**src/rtl/ram_fifo_ctrl_pkg.sv**
```systemverilog
// Shared width offsets, output-buffer sizing and buffer-level encoding for ram_fifo_ctrl.
package ram_fifo_ctrl_pkg;

  // Pointers carry one wrap bit, count needs headroom for RAM depth plus the buffer.
  localparam int PTR_EXTRA_BITS = 1;
  localparam int CNT_EXTRA_BITS = 2;
  localparam int OUT_BUF_DEPTH  = 2;
  localparam int LEVEL_W        = $clog2(OUT_BUF_DEPTH + 1);

  typedef enum logic [LEVEL_W-1:0] {
    BUF_EMPTY = 2'd0,
    BUF_ONE   = 2'd1,
    BUF_TWO   = 2'd2
  } buf_level_e;

endpackage

```
**src/rtl/ram_fifo_ctrl_if.sv**
```systemverilog
// Push and pop valid/ready streams of ram_fifo_ctrl; slave is the FIFO side, master the client side.
interface ram_fifo_ctrl_if #(
  parameter int DATA_WIDTH = 8
);

  logic                  s_valid;
  logic                  s_ready;
  logic [DATA_WIDTH-1:0] s_data;
  logic                  m_valid;
  logic                  m_ready;
  logic [DATA_WIDTH-1:0] m_data;

  modport master (
    output s_valid, s_data, m_ready,
    input  s_ready, m_valid, m_data
  );

  modport slave (
    input  s_valid, s_data, m_ready,
    output s_ready, m_valid, m_data
  );

endinterface

```
**src/rtl/ram_fifo_ctrl_skid.sv**
```systemverilog
// fifo_out_skid: 2-entry in-order output buffer fed by RAM read captures, presenting a FWFT pop stream.
module fifo_out_skid
  import ram_fifo_ctrl_pkg::*;
#(
  parameter int DATA_WIDTH = 8
) (
  input  logic                  clk,
  input  logic                  rst,
  input  logic                  in_valid,
  input  logic [DATA_WIDTH-1:0] in_data,
  output logic                  out_valid,
  input  logic                  out_ready,
  output logic [DATA_WIDTH-1:0] out_data,
  output logic [LEVEL_W-1:0]    level
);

  buf_level_e            state_q, state_d;
  logic [DATA_WIDTH-1:0] head_q, head_d;
  logic [DATA_WIDTH-1:0] tail_q, tail_d;
  logic                  pop;

  assign out_valid = (state_q != BUF_EMPTY) && !rst;
  assign out_data  = head_q;
  assign level     = state_q;
  assign pop       = out_valid && out_ready;

  always_ff @(posedge clk) begin
    if (rst) begin
      state_q <= BUF_EMPTY;
      head_q  <= '0;
      tail_q  <= '0;
    end else begin
      state_q <= state_d;
      head_q  <= head_d;
      tail_q  <= tail_d;
    end
  end

  // The controller never captures into a full buffer without a pop in the same cycle.
  always_comb begin
    state_d = state_q;
    head_d  = head_q;
    tail_d  = tail_q;
    case (state_q)
      BUF_EMPTY: begin
        if (in_valid) begin
          head_d  = in_data;
          state_d = BUF_ONE;
        end
      end
      BUF_ONE: begin
        case ({in_valid, pop})
          2'b10: begin
            tail_d  = in_data;
            state_d = BUF_TWO;
          end
          2'b01:   state_d = BUF_EMPTY;
          2'b11:   head_d  = in_data;
          default: state_d = BUF_ONE;
        endcase
      end
      BUF_TWO: begin
        if (pop) begin
          head_d = tail_q;
          if (in_valid) begin
            tail_d = in_data;
          end else begin
            state_d = BUF_ONE;
          end
        end
      end
      default: state_d = BUF_EMPTY;
    endcase
  end

endmodule

```
**src/rtl/ram_fifo_ctrl.sv**
```systemverilog
// FIFO controller around a simple dual-port RAM with 1-cycle registered read and a FWFT output buffer.
// Optional feature macro: FIFO_ALMOST_FULL_EN (registered almost_full flag; tied low otherwise).
module ram_fifo_ctrl
  import ram_fifo_ctrl_pkg::*;
#(
  parameter int DATA_WIDTH   = 8,
  parameter int ADDR_WIDTH   = 7,
  parameter int AFULL_THRESH = 120
) (
  input  logic                             clk,
  input  logic                             rst,
  ram_fifo_ctrl_if.slave                   bus,
  output logic [ADDR_WIDTH+CNT_EXTRA_BITS-1:0] count,
  output logic                             almost_full,
  output logic                             wena,
  output logic [ADDR_WIDTH-1:0]            waddra,
  output logic [DATA_WIDTH-1:0]            dina,
  output logic                             renb,
  output logic [ADDR_WIDTH-1:0]            raddrb,
  input  logic [DATA_WIDTH-1:0]            doutb
);

  localparam int PTR_W = ADDR_WIDTH + PTR_EXTRA_BITS;
  localparam int CNT_W = ADDR_WIDTH + CNT_EXTRA_BITS;

  logic [PTR_W-1:0]   wr_ptr;
  logic [PTR_W-1:0]   rd_ptr;
  logic               pending;
  logic [LEVEL_W-1:0] buf_level;
  logic [2:0]         occupancy;
  logic               ram_empty;
  logic               ram_full;
  logic               push_fire;
  logic               pop_fire;
  logic               rd_issue;

  assign ram_empty = (wr_ptr == rd_ptr);
  assign ram_full  = (wr_ptr[PTR_W-1] != rd_ptr[PTR_W-1]) &&
                     (wr_ptr[ADDR_WIDTH-1:0] == rd_ptr[ADDR_WIDTH-1:0]);

  assign bus.s_ready = !rst && !ram_full;
  assign push_fire   = bus.s_valid && bus.s_ready;
  assign pop_fire    = bus.m_valid && bus.m_ready;

  // Buffer slots already claimed once this cycle's pop leaves; prefetch only into a free one.
  assign occupancy = 3'(buf_level) + 3'(pending) - 3'(pop_fire);
  assign rd_issue  = !rst && !ram_empty && (occupancy < 3'd2);

  assign wena   = push_fire;
  assign waddra = rst ? '0 : wr_ptr[ADDR_WIDTH-1:0];
  assign dina   = push_fire ? bus.s_data : '0;
  assign renb   = rd_issue;
  assign raddrb = rst ? '0 : rd_ptr[ADDR_WIDTH-1:0];

  always_ff @(posedge clk) begin
    if (rst) begin
      wr_ptr  <= '0;
      rd_ptr  <= '0;
      pending <= 1'b0;
      count   <= '0;
    end else begin
      if (push_fire) begin
        wr_ptr <= wr_ptr + 1'b1;
      end
      if (rd_issue) begin
        rd_ptr <= rd_ptr + 1'b1;
      end
      pending <= rd_issue;
      count   <= count + CNT_W'(push_fire) - CNT_W'(pop_fire);
    end
  end

  // Clearing pending on reset is what drops a read still in flight.
  fifo_out_skid #(
    .DATA_WIDTH(DATA_WIDTH)
  ) u_skid (
    .clk       (clk),
    .rst       (rst),
    .in_valid  (pending),
    .in_data   (doutb),
    .out_valid (bus.m_valid),
    .out_ready (bus.m_ready),
    .out_data  (bus.m_data),
    .level     (buf_level)
  );

`ifdef FIFO_ALMOST_FULL_EN
  always_ff @(posedge clk) begin
    if (rst) begin
      almost_full <= 1'b0;
    end else begin
      almost_full <= (count >= CNT_W'(AFULL_THRESH));
    end
  end
`else
  localparam int afull_thresh_unused = AFULL_THRESH;
  assign almost_full = 1'b0;
`endif

endmodule

```
**src/flat_wrapper.sv**
```systemverilog
// flat-port wrapper written by rule: the top's interface ports become plain ports
module ram_fifo_ctrl_flat import ram_fifo_ctrl_pkg::*;
#(
  parameter int DATA_WIDTH   = 8,
  parameter int ADDR_WIDTH   = 7,
  parameter int AFULL_THRESH = 120
)
  (clk, rst, count, almost_full, wena, waddra, dina, renb, raddrb, doutb, bus_s_valid, bus_s_data, bus_m_ready, bus_s_ready, bus_m_valid, bus_m_data);
  ram_fifo_ctrl_if #(.DATA_WIDTH(DATA_WIDTH)) bus_i ();
  input  logic clk;
  input  logic rst;
  output logic [ADDR_WIDTH+CNT_EXTRA_BITS-1:0] count;
  output logic almost_full;
  output logic wena;
  output logic [ADDR_WIDTH-1:0] waddra;
  output logic [DATA_WIDTH-1:0] dina;
  output logic renb;
  output logic [ADDR_WIDTH-1:0] raddrb;
  input  logic [DATA_WIDTH-1:0] doutb;
  input wire logic [$bits(bus_i.s_valid)-1:0] bus_s_valid;
  input wire logic [$bits(bus_i.s_data)-1:0] bus_s_data;
  input wire logic [$bits(bus_i.m_ready)-1:0] bus_m_ready;
  output wire logic [$bits(bus_i.s_ready)-1:0] bus_s_ready;
  output wire logic [$bits(bus_i.m_valid)-1:0] bus_m_valid;
  output wire logic [$bits(bus_i.m_data)-1:0] bus_m_data;
  assign bus_i.s_valid = bus_s_valid;
  assign bus_i.s_data = bus_s_data;
  assign bus_i.m_ready = bus_m_ready;
  assign bus_s_ready = bus_i.s_ready;
  assign bus_m_valid = bus_i.m_valid;
  assign bus_m_data = bus_i.m_data;
  ram_fifo_ctrl #(.DATA_WIDTH(DATA_WIDTH), .ADDR_WIDTH(ADDR_WIDTH), .AFULL_THRESH(AFULL_THRESH)) u_core (.clk(clk), .rst(rst), .bus(bus_i), .count(count), .almost_full(almost_full), .wena(wena), .waddra(waddra), .dina(dina), .renb(renb), .raddrb(raddrb), .doutb(doutb));
endmodule
```
**config.mk**
```make
export PLATFORM = sky130hd
export DESIGN_NAME = ram_fifo_ctrl_flat
export DESIGN_NICKNAME = d
export VERILOG_FILES = /design/src/rtl/ram_fifo_ctrl_pkg.sv /design/src/rtl/ram_fifo_ctrl_if.sv /design/src/rtl/ram_fifo_ctrl_skid.sv /design/src/rtl/ram_fifo_ctrl.sv /design/src/flat_wrapper.sv
export SDC_FILE = /design/constraint.sdc
export NUM_CORES = 1
export LEC_CHECK = 0
export BUFFER_PORTS_ARGS = -buffer_cell sky130_fd_sc_hd__buf_4
export CAP_MARGIN = 25
export CORE_ASPECT_RATIO = 1.75
export CORE_MARGIN = 3
export CORE_UTILIZATION = 53
export DETAILED_ROUTE_END_ITERATION = 8
export PLACE_DENSITY = 0.79
export SLEW_MARGIN = 20
export SYNTH_ARGS = -nofsm -noshare
export SYNTH_HDL_FRONTEND = slang
export SYNTH_SLANG_ARGS = --single-unit
```
**constraint.sdc**
```tcl
create_clock -name clk -period 6 [get_ports clk]
set_input_delay 1.5 -clock clk [delete_from_list [all_inputs] [get_ports clk]]
set_output_delay 1.5 -clock clk [all_outputs]
set_load 0.01 [all_outputs]
```
After elaboration in Yosys (flattened, before gate mapping)
Index checks and enable logic that the tools add are counted.

cells by class
  add/subtract/negate cells = 6
  magnitude comparators = 1
  equality and inequality tests = 15
  muxes and demuxes = 15
  reduce and logical (&&, ||, !) cells = 17

operators by type and width
  kind                                                                      number
  8-bit two-way mux                                                         6
  8-bit case mux with 3 select lines                                        1
  8-bit by 1-bit adder with 8-bit output (second input constant)            2
  8-bit case mux with 2 select lines                                        1
  7-bit two-way mux                                                         2
  2-bit case mux with 3 select lines                                        2
  4-bit AND reduction                                                       3
  9-bit by 1-bit adder with 9-bit output                                    1
  9-bit by 1-bit subtractor with 9-bit output                               1
  8-bit equality test                                                       1
  2-bit by 1-bit inequality test with 1-bit output (second input constant)  4
  7-bit equality test                                                       1
  1-bit logical AND                                                         7
  2-bit equality test (second input constant)                               3
  2-bit two-way mux                                                         3
  2-bit inequality test (second input constant)                             3
  2-bit by 1-bit equality test with 1-bit output (second input constant)    2
  2-bit nonzero test                                                        2
  2-bit by 1-bit adder with 3-bit output                                    1
  1-bit zero test                                                           3
  3-bit by 2-bit < comparator with 1-bit output (second input constant)     1
  3-bit nonzero test                                                        1
  3-bit by 1-bit subtractor with 3-bit output                               1
  2-bit zero test                                                           1
  1-bit inequality test                                                     1

word-level totals
  flip-flop bits (word level) = 44
  bits of input ports = 20
  output and inout bits = 44
  word-level logic and storage cells = 61

Logic depth before layout (Yosys ltp)
  depth after elaboration = 7
  gate-level depth with buffers = 14
  gate-level depth less buffers = 12

Cells and area by module
A second synthesis with hierarchy kept.

second synthesis, totals
  cell total of the unflattened synthesis = 294
  area, all modules = 2681.3 um^2

by module, submodules not included
  module         times used  cells an instance  area an instance (um^2)  sequential area each (um^2)
  ram_fifo_ctrl  1           194                1696.6                   520.5
  fifo_out_skid  1           100                984.7                    360.3

Worst setup path before layout
OpenSTA, ideal clock, no wires.

  path kind = input -> output
  start point = input rst
  end point = output renb
  arrival = 3.800 ns
  setup slack = 0.700 ns
  stages = 10
  buffers on the path = 3
  path through = buf_2 -> buf_2 -> buf_2 -> nor3_1 -> ha_1 -> nand2b_1 -> fa_1 -> xor2_1 -> nand2b_1 -> nor3_1

between the ends
  cells in the longest elaborated chain, start to end = 6
  elaborated cells on any way between the ends = 7

ends and longest elaborated chain
  what                                           RTL line                                       text
  start, declared                                flat_wrapper.sv:11                             input logic rst;
  1-bit zero test (*)                            ram_fifo_ctrl_skid.sv:22, ram_fifo_ctrl.sv:47
  1-bit logical AND                              ram_fifo_ctrl_skid.sv:22                       assign out_valid = (state_q != BUF_EMPTY) && !rst;
  1-bit logical AND                              ram_fifo_ctrl.sv:43                            assign pop_fire = bus.m_valid && bus.m_ready;
  3-bit by 1-bit subtractor with 3-bit output    ram_fifo_ctrl.sv:46                            assign occupancy = 3'(buf_level) + 3'(pending) - 3'(pop_fire);
  3-bit by 2-bit < comparator with 1-bit output  ram_fifo_ctrl.sv:47                            assign rd_issue = !rst && !ram_empty && (occupancy < 3'd2);
  1-bit logical AND (*)                          ram_fifo_ctrl.sv:47
  end, declared                                  flat_wrapper.sv:17                             output logic renb;

Mark *: on every way between the ends. The rest lies on a longest branch, timed or not.

Worst setup path in the final report
  start point = input bus_m_ready
  end point = output renb

between the ends
  cells in the longest elaborated chain, start to end = 4

ends and longest elaborated chain
  what                                           RTL line             text
  start, declared                                flat_wrapper.sv:22   input wire logic [$bits(bus_i.m_ready)-1:0] bus_m_ready;
  1-bit logical AND                              ram_fifo_ctrl.sv:43
  3-bit by 1-bit subtractor with 3-bit output    ram_fifo_ctrl.sv:46
  3-bit by 2-bit < comparator with 1-bit output  ram_fifo_ctrl.sv:47
  1-bit logical AND                              ram_fifo_ctrl.sv:47

No other way between the ends.

==> reports/summary.log <==
[floorplan] Die X-Extent 58.8 um
[power] Gate power share 49.4%
[sta] final worst path period need 5.01 ns
[power] Clock Power Share 15.4%
[synth] Mapped Avg Cell Area 8.70 sq um
[synth] net count of the mapped netlist 334
[cts] CTS-repair resized insts 0
[sta] share of the clock period used by the worst path after layout 83.4%
[worst_setup_path] Cell Chain, Critical Path buf_4 > inv_1 > nor3_1 > buf_4 > ha_1 > nand2b_1 > fa_1 > xor2_1 > nand2b_1 > nor3_1 > buf_4
[final_layout] Final Non-Filler Cells 407
[worst_setup_path] data arrival time of the critical path 3.51 ns
[detailed_routing] number of search-and-repair iterations in the first detailed-routing pass 4
[cts] clock insertion delay at the later pin of the skew report 0.30 ns
[synth] number of synthesized register bits 44
[synth] Syn Inst Count 297
[synth] main flop type after synthesis sky130_fd_sc_hd__dfxtp_1
[floorplan] io pins 64
[synth] total standard cell area after synthesis 2580 sq um
[power] Switching Share 39.1%
[cts] Num CTS Buffers 5
[worst_setup_path] required time worst endpoint 4.50 ns
[final_layout] Layout area overhead 21.4%
[synth] sequential element share of the synthesized area 34.1%
[synth] fraction of post-synthesis cell area in the top cell type by area 34.1%
[cts] number of clock sinks 44
[sta] Worst Tran Pin Value 0.794 ns
[detailed_routing] routed wire length per instance 13.5 um
[detailed_routing] vias 2234
[power] Max rail drop VDD 0.000255 V
[hold_path] Hold Crit Start u_core.u_skid.out_data[3]
[placement] count of input and output buffers 62
[power] Switch Pwr 0.449 mW
[sta] number of slew-limit violations in the final report 0
[floorplan] area of the die 5780 sq um
[hold_path] Worst Hold Class flop to flop
[hold_path] sink of the worst hold path u_core.u_skid.out_data[3]
[sta] final hold violation count 0
[global_routing] pin count of the biggest net entering global routing 65
[sta] smallest setup slack after layout 0.994 ns
[worst_setup_path] sort of element at the end of the critical path output port
[floorplan] Cell Rows 33
[global_routing] aggregate global-route resource usage 19.9%
[cts] setup fix buffers added after clock tree synthesis 0
[placement] placed cells 400
[detailed_routing] Via-to-Cell Ratio 5.49
[cts] H-Tree Depth 2
[hold_path] worst hold path depth 2
[sta] Layout Skew 0.00870 ns
[sta] Setup Total Neg Slack 0 ns
[worst_setup_path] slack of the worst reg-to-reg path 3.01 ns
[floorplan] core box area 4710 sq um
[power] Leakage Power 1.42 nW
[final_layout] total of fill cells in the finished design 443
[worst_setup_path] startpoint type of the worst setup path input pin
[sta] Hold Worst Slack 0.486 ns
[cts] clock-pin slew on the worst setup and hold paths 0.07 ns
[placement] Area after DPL 3060 sq um
[final_layout] number of antenna cells inserted 0
[global_routing] initial antenna violation count 0
[worst_setup_path] Top Family by Delay on Critical Path adder cells
[detailed_routing] residual DRC count 0
[worst_setup_path] R2R cell count 12
[detailed_routing] Routed Wire Length 5480 um
[detailed_routing] count of routing violations after the opening detailed-route iteration 52
[placement] Worst Setup Slack post-DPL 0.989 ns
[sta] maximum clock rate 200 MHz
[sta] Slew Limit Headroom 46.9%
[power] register share of total power 35.2%
[floorplan] initial core utilization 54.9%
[worst_setup_path] Levels on crit path 11
[final_layout] fraction of final layout cells with drive strength greater than 1 24.5%
[synth] top cell type by total area after synthesis sky130_fd_sc_hd__dfxtp_1
[floorplan] die height 98.4 um
[worst_setup_path] number of buffer and inverter stages on the critical path 4
[cts] root buffer cell sky130_fd_sc_hd__clkbuf_8
[synth] count of unique library cells instantiated by Yosys 49
[run] MaxCap Viol Count 0
[power] Internal Power 0.698 mW
[global_routing] global route total overflow 0
[global_routing] vias in the first global route 2181
[power] total power after layout 1.15 mW
[placement] global placement routability congestion 0.754
[final_layout] Final nets 392
[worst_setup_path] Setup Crit Path Kind input pin to output port
[power] Power per Cell Area 366 nW/um^2
[worst_setup_path] capturing point of the worst reg2reg path u_core.count[8]
[worst_setup_path] Crit path top cell by count sky130_fd_sc_hd__buf_4
[sta] Setup violations, final 0
[global_routing] first-pass GRT wire length 9110 um
[cts] buffers from clock root to sink, at most 2
[detailed_routing] number of nets still failing antenna checks after routing 0
[worst_setup_path] launch point of the worst reg-to-reg path u_core.wr_ptr[2]
[placement] detailed-placement wirelength estimate 4280 um
[synth] number of flops mapped to enable cells by yosys 0
[final_layout] fin util 66.7%
[sta] setup repair after global routing missed its margin no
[worst_setup_path] CP max stage cell sky130_fd_sc_hd__fa_1
[cts] clock tree from TritonCTS built
[synth] Synth area leaders sky130_fd_sc_hd__dfxtp_1 (34%), sky130_fd_sc_hd__ha_1 (7.3%), sky130_fd_sc_hd__nor2_1 (7.1%)
[synth] number of warnings printed during yosys synthesis 0
[final_layout] area of all placed cells without fillers 3140 sq um
[worst_setup_path] slowest cell delay on critical path 0.41 ns
[run_status] result of the run complete, no violations
[worst_setup_path] biggest fanout along the worst timing path 4
[synth] Post-synth ARST share 0%
[cts] hold bufs inserted after CTS 0
area by class of cell:
| class | count | area [sq um] | share of cell area [%] |
|---|---|---|---|
| timing repair buffer | 64 | 480 | 15.3 |
| inverter | 17 | 63.8 | 2.03 |
| clock buffer | 6 | 72.6 | 2.31 |
| tap | 52 | 65.1 | 2.07 |
| clock inverter | 1 | 5.00 | 0.159 |
| multi-input combinational | 223 | 1570 | 50.0 |
| sequential | 44 | 881 | 28.1 |
power by group through the flow:
stage	logic (mW)	clock network (mW)	registers (mW)
floorplan	0.406	0	0.410
global placement	0.551	0	0.408
detailed placement	0.569	0	0.411
CTS	0.572	0.181	0.404
global route	0.634	0.192	0.413
finish	0.567	0.176	0.404
worst max-delay path by stage:
stage | to | start | slack [ns]
6_report | renb | bus_m_ready | 0.99
5_1_grt | renb | bus_m_ready | 0.82
4_1_cts | renb | bus_m_ready | 0.97
3_5_place_dp | renb | bus_m_ready | 0.99
3_3_place_gp | renb | bus_m_ready | 1.00
2_1_floorplan | renb | rst | 0.70
cell usage after synthesis, types with 5 or more instances:
library cell and n:
sky130_fd_sc_hd__dfxtp_1 44, sky130_fd_sc_hd__buf_2 5, sky130_fd_sc_hd__nand2_1 8, sky130_fd_sc_hd__nand4_1 6
sky130_fd_sc_hd__xor2_1 10, sky130_fd_sc_hd__ha_1 15, sky130_fd_sc_hd__inv_1 16, sky130_fd_sc_hd__nand3_1 5
sky130_fd_sc_hd__and2_1 8, sky130_fd_sc_hd__mux2i_1 18, sky130_fd_sc_hd__o21ai_0 12, sky130_fd_sc_hd__a21oi_1 12
sky130_fd_sc_hd__xnor2_1 8, sky130_fd_sc_hd__nor3_1 10, sky130_fd_sc_hd__nor2b_1 18, sky130_fd_sc_hd__nor2_1 49
worst reg2reg max path, delay by kind of cell (launching register included):
kind,cells,cell delay [ns]
simple gates,5,0.97
xor+xnor,1,0.15
buf+inv,1,0.07
compound gates,3,0.51
fa+ha+maj,2,0.66
flops,1,0.50
metal layers:
metal / vias to the layer above / GRT usage [%] / part of all wire (%)
li1: 1117 / - / -
met1: 1039 / 18.4 / 36
met2: 67 / 38.9 / 56
met3: 11 / 4.10 / 6.0
met4: 0 / 8.55 / 2.0
met5: - / 0 / 0
sequential cells by signal, summed over array words and instances (netlist names):
signal / count
u_core.count: 9
u_core.rd_ptr: 8
u_core.u_skid.out_data: 8
u_core.u_skid.tail_q: 8
u_core.wr_ptr: 8
u_core.u_skid.level: 2
u_core.pending: 1
layout by cell type, fill, tap and decap left out, drive strengths merged, types with 4 or more instances in the layout:
cell type  netlist  layout
nand2b           4       4
nor2b           18      18
xnor2            8       8
nand3            5       5
nor2            51      51
mux2i           18      18
and2             8       8
o21ai           12      12
clkbuf           0       6
ha              15      15
mux2             5       5
nand2            8       8
buf             13      64
dfxtp           44      44
inv             17      17
xor2            10      10
a21oi           12      12
nand4            7       7
nor3            10      10
kinds of logic (layout without fill, tap and decap cells):
family,Yosys count,in the layout,share of synthesized area [%]
xor+xnor,18,18,6.10
compound gates,42,42,11.1
simple gates,122,122,25.3
fa+ha+maj,17,17,8.81
other cells,1,1,0.145
mux,23,23,9.29
buf+inv,30,88,5.18
flops,44,44,34.1
Power figures use the tool's default switching activity.
